[config.mk]
export PLATFORM = sky130hd
export DESIGN_NAME = dbx_decompressor
export DESIGN_NICKNAME = d
export VERILOG_FILES = /design/src/rtl/dbx_decompressor.sv
export SDC_FILE = /design/constraint.sdc
export NUM_CORES = 1
export LEC_CHECK = 0
export BUFFER_PORTS_ARGS = -buffer_cell sky130_fd_sc_hd__buf_2
export CAP_MARGIN = 20
export CORE_ASPECT_RATIO = 1.1
export CORE_UTILIZATION = 55
export DETAILED_ROUTE_END_ITERATION = 16
export PLACE_DENSITY = 0.82
export RECOVER_POWER = 100
export SYNTH_ARGS = -nofsm -noshare
export SYNTH_HDL_FRONTEND = slang
export SYNTH_SLANG_ARGS = --single-unit
[constraint.sdc]
create_clock -name clk_i -period 4.47 [get_ports clk_i]
set_input_delay 0.894 -clock clk_i [delete_from_list [all_inputs] [get_ports clk_i]]
set_output_delay 0.894 -clock clk_i [all_outputs]
set_load 0.02 [all_outputs]
[src/rtl/dbx_decompressor.sv]
// DBX/ZRLE symbol decoder: parses one variable-length symbol per handshake and
// rebuilds delta bit-planes through a running XOR chain, index DATA_W down to 0.
package ebpc_pkg;
  localparam int DATA_W       = 8;
  localparam int BLOCK_SIZE   = 8;
  localparam int MAX_SYMB_LEN = BLOCK_SIZE;
  localparam int LOG2N        = $clog2(BLOCK_SIZE);
  localparam int ZRL_W        = $clog2(DATA_W);
endpackage

module dbx_decompressor
  import ebpc_pkg::*;
(
  input  logic                              clk_i,
  input  logic                              rst_ni,
  input  logic [MAX_SYMB_LEN-1:0]           sym_i,
  input  logic                              sym_valid_i,
  output logic                              sym_ready_o,
  output logic [$clog2(MAX_SYMB_LEN+1)-1:0] sym_len_o,
  output logic [BLOCK_SIZE-2:0]             dbp_o,
  output logic [$clog2(DATA_W+1)-1:0]       dbp_idx_o,
  output logic                              dbp_last_o,
  output logic                              dbp_valid_o,
  input  logic                              dbp_ready_i,
  output logic                              err_o,
  output logic                              dbg_state,
  output logic [$clog2(DATA_W+1)-1:0]       dbg_run_cnt
);
  localparam int PW = BLOCK_SIZE - 1;
  localparam int IW = $clog2(DATA_W + 1);
  localparam int LW = $clog2(MAX_SYMB_LEN + 1);
  localparam logic [IW-1:0] TOP_IDX = IW'(DATA_W);
  localparam logic [IW-1:0] ONE     = IW'(1);
  localparam logic [IW:0]   ONE_W   = (IW+1)'(1);

  typedef enum logic {DEC = 1'b0, RUN = 1'b1} state_t;

  state_t        state;
  logic [PW-1:0] prev;
  logic [IW-1:0] plane_cnt;
  logic [IW-1:0] run_cnt;

  logic [PW-1:0]    dbx;
  logic             force_zero;
  logic [IW:0]      run_len;
  logic [LOG2N-1:0] pos;

  assign pos = sym_i[MAX_SYMB_LEN-6 -: LOG2N];

  always_comb begin
    dbx        = '0;
    force_zero = 1'b0;
    run_len    = '0;
    sym_len_o  = LW'(5);
    if (sym_i[MAX_SYMB_LEN-1]) begin
      dbx       = sym_i[PW-1:0];
      sym_len_o = LW'(BLOCK_SIZE);
    end else if (sym_i[MAX_SYMB_LEN-2]) begin
      run_len   = (IW+1)'(sym_i[MAX_SYMB_LEN-3 -: ZRL_W]) + (IW+1)'(2);
      sym_len_o = LW'(2 + ZRL_W);
    end else if (sym_i[MAX_SYMB_LEN-3]) begin
      run_len   = ONE_W;
      sym_len_o = LW'(3);
    end else begin
      // Bits shifted past the LSB are the "outside the plane" positions.
      case (sym_i[MAX_SYMB_LEN-4 -: 2])
        2'b00:   force_zero = 1'b1;
        2'b01:   dbx = '1;
        2'b11: begin
          dbx       = {1'b1, {(PW-1){1'b0}}} >> pos;
          sym_len_o = LW'(5 + LOG2N);
        end
        default: begin
          dbx       = {2'b11, {(PW-2){1'b0}}} >> pos;
          sym_len_o = LW'(5 + LOG2N);
        end
      endcase
    end
  end

  // Handshakes: a transfer happens in a cycle where valid && ready are both high;
  // the producer keeps valid and payload stable until that cycle.
  logic          out_free, accept, load, ovf;
  logic [PW-1:0] prev_eff, plane;
  logic [IW:0]   remaining, run_take;

  assign out_free    = !dbp_valid_o || dbp_ready_i;
  assign sym_ready_o = (state == DEC) && out_free;
  assign accept      = sym_valid_i && sym_ready_o;
  assign load        = accept || ((state == RUN) && out_free);
  assign prev_eff    = (plane_cnt == TOP_IDX) ? '0 : prev;
  assign remaining   = {1'b0, plane_cnt} + ONE_W;
  assign ovf         = run_len > remaining;
  assign run_take    = ovf ? remaining : run_len;
  assign plane       = ((state == RUN) || force_zero) ? (force_zero && state == DEC ? '0 : prev_eff)
                                                      : (dbx ^ prev_eff);
  assign dbg_state   = state;
  assign dbg_run_cnt = run_cnt;

  always_ff @(posedge clk_i or negedge rst_ni) begin
    if (!rst_ni) begin
      state       <= DEC;
      prev        <= '0;
      plane_cnt   <= TOP_IDX;
      run_cnt     <= '0;
      dbp_o       <= '0;
      dbp_idx_o   <= TOP_IDX;
      dbp_last_o  <= 1'b0;
      dbp_valid_o <= 1'b0;
      err_o       <= 1'b0;
    end else begin
      // Registered, so the pulse lines up with the first plane of a truncated run.
      err_o <= accept && ovf;
      if (dbp_valid_o && dbp_ready_i) dbp_valid_o <= 1'b0;
      if (load) begin
        dbp_o       <= plane;
        dbp_idx_o   <= plane_cnt;
        dbp_last_o  <= (plane_cnt == '0);
        dbp_valid_o <= 1'b1;
        prev        <= plane;
        plane_cnt   <= (plane_cnt == '0) ? TOP_IDX : plane_cnt - ONE;
      end
      case (state)
        DEC: begin
          if (accept && run_take > ONE_W) begin
            run_cnt <= IW'(run_take - ONE_W);
            state   <= RUN;
          end
        end
        RUN: begin
          if (out_free) begin
            run_cnt <= run_cnt - ONE;
            if (run_cnt == ONE) state <= DEC;
          end
        end
        default: state <= DEC;
      endcase
    end
  end
endmodule
==> results.py, run 1 <==
metrics = {
    "cts": {
        "worstSkewPairLatency_ns": 0.32,
        "post-cts-setup-buffers": 0,
        "numCtsBuffers": 3,
        "cts_buffer_depth": 2,
        "clock_sinks": 23,
        "cts_tree": "yes",
        "cts.clk_slew.worst_paths_ns": 0.12,
        "root_buffer": "clkbuf_4",
        "cts_resized": 0,
        "cts_max_level": 1,
        "hold_buffers": 0,
    },
    "routing": {
        "vias": 1729,
        "drc": 3,
        "drt_iter0_drc": 147,
        "final_antenna_net_count": 0,
        "drt_wl_total_mm": 3.93,
        "drt_pass1_iterations": 10,
        "wl_per_cell_um": 13.3,
        "avgViaCountPerCell": 5.86,
    },
    "layout": {
        "final_core_util_pct": 64.2,
        "layout-drive-gt1-share_pct": 9.96,
        "regArea_um2": 578,
        "multiInputGateArea_mm2": 0.00115,
        "syn_to_final_growth_pct": 7.94,
        "fin_nets": 287,
        "fill_cells": 294,
        "antennaDiodeCount": 0,
    },
    "timing": {
        "skew_ns": 0.00681,
        "rsz0062_at_grt": "false",
        "final.setup.worst_slack_ns": 0.445,
        "setup_viol": 0,
        "post-route-period-util_pct": 90.1,
        "period_needed_ns": 4.03,
        "slew-limit-headroom_pct": 14.8,
        "max_freq_mhz": 248,
        "worst_slew_pin_slew_ns": 1.26,
        "drv_slew": 0,
        "setup_tns_ns": 0,
        "hold_violations": 0,
    },
    "logic_synthesis": {
        "netlist_area_mm2": 0.00186,
        "yosys_register_bits": 23,
        "synth_edf_count": 0,
        "synth_ff_type": "dfrtp_1",
        "syn_inst": 228,
        "synth_top_cell_area_share_pct": 28.2,
        "async_flop_share_pct": 100,
        "synth_common_cells": "35 x nand2_1, 21 x dfrtp_1, 21 x nor2_1, 17 x o21ai_0, 16 x inv_1",
        "yosysSeqAreaShare_pct": 31.1,
        "syn_area_per_cell_um2": 8.16,
        "yosys_warnings": 0,
        "yosysMostFrequentCell": "nand2_1",
        "yosysTopAreaCell": "dfrtp_1",
        "ys_types": 52,
        "synth.area.top_cells": "dfrtp_1 28%, ha_1 8.7%, nand2_1 7.1%, o21ai_0 4.6%, nor2_1 4.2%",
        "syn_nets": 253,
    },
    "min_path": {
        "hp-class": "register to register",
        "hp-start": "dbp_idx_o[3]",
        "holdPathEnd": "dbp_idx_o[3]",
        "hold-path-cell-count": 2,
    },
    "setup_path": {
        "critPathCaptureType": "register",
        "startpoint_type": "primary input",
        "slowest_delay_ns": 0.41,
        "crit_required_ns": 4.70,
        "critPathMaxFanout": 15,
        "slowest_stage": "clkbuf_1",
        "timing.rr.end": "dbg_run_cnt[2]",
        "crit_type": "primary input to register",
        "worstPathBufferInverterCount": 2,
        "reg2regPathDepth": 16,
        "crit_chain": "clkbuf_1 > or2b_1 > nor2_1 > ha_1 > nor2b_1 > o211ai_1 > a21oi_4 > buf_4 > nor3_1 > a21oi_1 > ha_1 > a2111oi_0 > nor2_1 > mux2i_1 > nand3_1 > o211a_1",
        "critical_path_arrival_ns": 4.25,
        "path_delay_family": "compound AO/OA/AOI/OAI gates",
        "critPathLaunch": "sym_i[7]",
        "r2r_slack_ns": 0.70,
        "reg2reg_from": "plane_cnt[0]",
    },
    "global_route": {
        "grt_pass1_wl_mm": 6.67,
        "antenna_found_initial": 0,
        "grt_max_degree": 24,
        "grt_pass1_vias": 1518,
        "grt_usage_pct": 23.1,
        "gr-total-overflow": 0,
    },
    "floorplan": {
        "dieArea_mm2": 0.00362,
        "start_util_pct": 59.5,
        "die_w_um": 57.5,
        "die_height_um": 63,
        "core_area_mm2": 0.00313,
        "num_rows": 21,
        "num_io_pins": 36,
    },
    "outcome": {
        "status": "complete, but fails checks",
        "violations": "design-rule violations",
    },
    "place": {
        "place_ws_ns": 0.258,
        "routabilityCongestion": 0.852,
        "hpwl_mm": 2.97,
        "numPortBuffers": 35,
    },
    "power": {
        "cellLeakagePower_nw": 0.909,
        "power_mw": 1.26,
        "ir_drop_mv": 0.220,
        "power_density_mw_per_mm2": 628,
    },
    "flow_run": {
        "drv_cap": 0,
    },
}
flip-flops by register name (all words and copies together) (netlist names):
register / cells
dbp_idx_o: 4
dbp_last_o: 1
prev: 7
plane_cnt: 4
dbp_valid_o: 1
dbg_run_cnt: 4
err_o: 1
dbg_state: 1
cells in the final DEF, fill, tap and decap left out, drive strengths merged, types with 2 or more instances in the layout:
cell / instances
ha: 13
xor2: 7
nand3: 6
a21oi: 14
mux2: 2
or3: 4
buf: 10
nor2: 21
dfstp: 2
dfrtp: 21
nor2b: 5
clkbuf: 30
and3: 2
a22oi: 4
inv: 16
nor3: 7
a41oi: 2
mux2i: 4
o21ai: 18
xnor2: 3
o211ai: 2
or3b: 2
o31ai: 4
o22ai: 2
nand2: 35
nand2b: 4
power breakdown:
part	leakage, nW	switching (mW)	total, mW	internal [mW]
sequential	0.281	0.117	0.423	0.306
clock	0.0177	0.0623	0.0958	0.0336
combinational	0.610	0.460	0.742	0.282
kinds of logic (layout without fill, tap and decap cells):
kind of cell,after synthesis,after routing,synth area share (%)
AND/OR/NAND/NOR,94,94,24.3
AO/OA/AOI/OAI,58,58,21.7
buffers and inverters,24,57,5.38
flip-flops,23,23,31.1
adder cells (fa/ha/maj),13,13,8.74
XOR/XNOR,10,10,4.71
multiplexers,6,6,4.03
per-stage QoR:
step | instance area (um^2) | hold WS [ns] | std cells
3_3_place_gp | 2050 | 0.449 | 290
4_1_cts | 2070 | 0.467 | 294
5_1_grt | 2010 | 0.496 | 295
2_1_floorplan | 1860 | 0.492 | 228
6_report | 2010 | 0.465 | 295
3_5_place_dp | 2050 | 0.448 | 290
per-layer routing:
metal	global-route usage, %	wire, um	vias to the layer above
li1	-	-	872
met1	33.0	1900	805
met2	36.0	1810	47
met3	1.24	157	5
met4	9.15	65	0
met5	0	0	-
how the worst max path moves through the flow:
stage	end	slack, ns	depth (start not counted)
after CTS	dbg_run_cnt[2]	0.59	17
after global placement	dbg_run_cnt[2]	0.36	17
after detailed placement	dbg_run_cnt[2]	0.26	17
after floorplan	dbg_run_cnt[2]	0.63	14
after global routing	dbg_run_cnt[2]	0.16	16
final	dbg_run_cnt[2]	0.44	16
layout make-up:
type / instances / share of cell area (%)
Clock buffer: 3 / 1.12
Clock inverter: 1 / 0.249
Inverter: 16 / 2.99
Multi-Input combinational cell: 181 / 57.1
Sequential cell: 23 / 28.8
Tap cell: 34 / 2.12
Timing Repair Buffer: 37 / 7.66
worst reg2reg max path, stage by stage, from the launching register on:
cell and delay (ns):
dfrtp_1 0.45, inv_1 0.16, ha_1 0.35, inv_1 0.06, ha_1 0.28, nor2b_1 0.13
o211ai_1 0.24, a21oi_4 0.09, buf_4 0.17, nor3_1 0.13, a21oi_1 0.08, ha_1 0.23
a2111oi_0 0.36, nor2_1 0.10, mux2i_1 0.36, nand3_1 0.22, o211a_1 0.26
Note: power is estimated with default switching activity, not from simulation.
==> run 2: changes to the inputs <==
Settings changed: CELL_PAD_IN_SITES_DETAIL_PLACEMENT set to 1, CELL_PAD_IN_SITES_GLOBAL_PLACEMENT set to 1, CORE_UTILIZATION 55 to 41, PLACE_DENSITY 0.82 to 0.83.
==> results.py, run 2 (synthesis results as in run 1) <==
metrics = {
    "timing": {
        "skew_ns": 0.00329,
        "max_freq_mhz": 246,
        "setup_tns_ns": 0,
        "worst_slew_pin_slew_ns": 1.33,
        "drv_slew": 0,
        "hold_violations": 0,
        "setup_viol": 0,
        "rsz0062_at_grt": "false",
        "period_needed_ns": 4.07,
        "final.setup.worst_slack_ns": 0.404,
        "post-route-period-util_pct": 91.0,
        "slew-limit-headroom_pct": 10.4,
    },
    "global_route": {
        "antenna_found_initial": 0,
        "grt_pass1_vias": 1743,
        "grt_pass1_wl_mm": 8.59,
        "grt_usage_pct": 23.2,
        "gr-total-overflow": 0,
        "grt_max_degree": 24,
    },
    "layout": {
        "largest_reg_flops": 7,
        "syn_to_final_growth_pct": 10.8,
        "fill_cells": 581,
        "final_core_util_pct": 47.8,
        "regArea_um2": 578,
        "fin_nets": 287,
        "mostFrequentLayoutCells": "35 x nand2_1, 27 x clkbuf_1, 21 x nor2_1, 21 x dfrtp_1, 18 x o21ai_0",
        "layout-drive-gt1-share_pct": 10.3,
        "antennaDiodeCount": 0,
        "mostFrequentLayoutCell": "nand2_1",
        "max_flop_register": "prev",
        "multiInputGateArea_mm2": 0.00116,
    },
    "min_path": {
        "hp-class": "register to register",
    },
    "outcome": {
        "status": "finished, final reports clean",
    },
    "floorplan": {
        "die_height_um": 72.7,
        "num_io_pins": 36,
        "die_w_um": 66.2,
        "num_rows": 25,
        "dieArea_mm2": 0.00481,
        "start_util_pct": 43.1,
        "core_area_mm2": 0.00432,
    },
    "cts": {
        "cts_max_level": 1,
        "numCtsBuffers": 3,
        "cts.clk_slew.worst_paths_ns": 0.08,
        "hold_buffers": 0,
        "worstSkewPairLatency_ns": 0.27,
        "root_buffer": "clkbuf_8",
        "clock_sinks": 23,
        "cts_resized": 0,
        "cts_buffer_depth": 2,
        "cts_tree": "yes",
        "post-cts-setup-buffers": 0,
    },
    "routing": {
        "drt_iter0_drc": 127,
        "top_layer_used": "met4",
        "vias": 1775,
        "avgViaCountPerCell": 5.63,
        "drt_wl_total_mm": 5.20,
        "drt_pass1_iterations": 4,
        "wl_met2_mm": 2.51,
        "wl_met1_mm": 2.49,
        "wl_per_cell_um": 16.5,
        "drc": 0,
        "final_antenna_net_count": 0,
        "met3_length_um": 130,
    },
    "setup_path": {
        "startpoint_type": "primary input",
        "crit_type": "primary input to register",
        "critPathCaptureType": "register",
        "critical_path_arrival_ns": 4.23,
        "critPathMaxFanout": 14,
        "crit_required_ns": 4.64,
    },
    "place": {
        "routabilityCongestion": 0.847,
        "hpwl_mm": 3.88,
        "numPortBuffers": 35,
        "place_ws_ns": 0.181,
    },
    "flow_run": {
        "drv_cap": 0,
    },
    "power": {
        "ir_drop_mv": 0.212,
        "cellLeakagePower_nw": 0.918,
        "power_density_mw_per_mm2": 658,
    },
}
## run 2: cell count changes in the layout (fill, tap and decap cells not counted)
cell      previous run  this run
clkbuf_4             3         0
clkbuf_8             0         3
buf_2                9        10
buf_4                1         0
clkbuf_2             0         1
clkinv_2             1         0
mux2i_1              4         3
mux2i_4              0         1
## run 2: layout make-up
class                      instances  area share [%]
tap                               54            3.28
sequential                        23            28.0
timing repair buffer              37            7.40
inverter                          16            2.91
clock buffer                       4            2.18
multi-input combinational        181            56.2
## run 2: metal layers
layer	up-vias	track usage (%)
met5	-	0
met2	42	38.4
met3	7	1.25
met4	0	7.80
li1	869	-
met1	857	32.0
## run 2: worst paths after layout
path | slack, ns | startpoint | cells after the start | end
max | 0.40 | sym_i[4] | 17 | dbg_run_cnt[3]
min | 0.47 | dbp_idx_o[3] | 2 | dbp_idx_o[3]
max reg2reg | 0.60 | plane_cnt[0] | 16 | dbg_run_cnt[3]
min reg2reg | 0.47 | dbp_idx_o[3] | 2 | dbp_idx_o[3]
max in group asynchronous | 2.79 | rst_ni | 1 | dbg_run_cnt[2]
min in group asynchronous | 0.90 | rst_ni | 1 | plane_cnt[0]
## run 2: power breakdown
part | internal (mW) | switching [mW]
Sequential | 0.307 | 0.130
Clock | 0.0637 | 0.0687
Combinational | 0.290 | 0.499
## run 2: worst max-delay path, cell delays in order
cell	delay, ns
buf_2	0.23
inv_1	0.14
ha_1	0.35
nand2_1	0.09
inv_1	0.05
ha_1	0.29
o211ai_1	0.17
a21oi_4	0.09
clkbuf_2	0.20
nor3_1	0.17
a21oi_1	0.08
ha_1	0.24
a2111oi_0	0.35
nor2_1	0.13
mux2i_4	0.26
nand3_1	0.20
o31ai_1	0.30
## run 2: through the flow
stage	cell area (um^2)	power, mW	std cells	hold slack, ns
2_1_floorplan	1860	0.998	228	0.492
3_3_place_gp	2080	1.21	311	0.447
3_5_place_dp	2080	1.26	311	0.456
4_1_cts	2120	1.39	315	0.468
5_1_grt	2060	1.47	315	0.490
6_report	2060	1.36	315	0.470
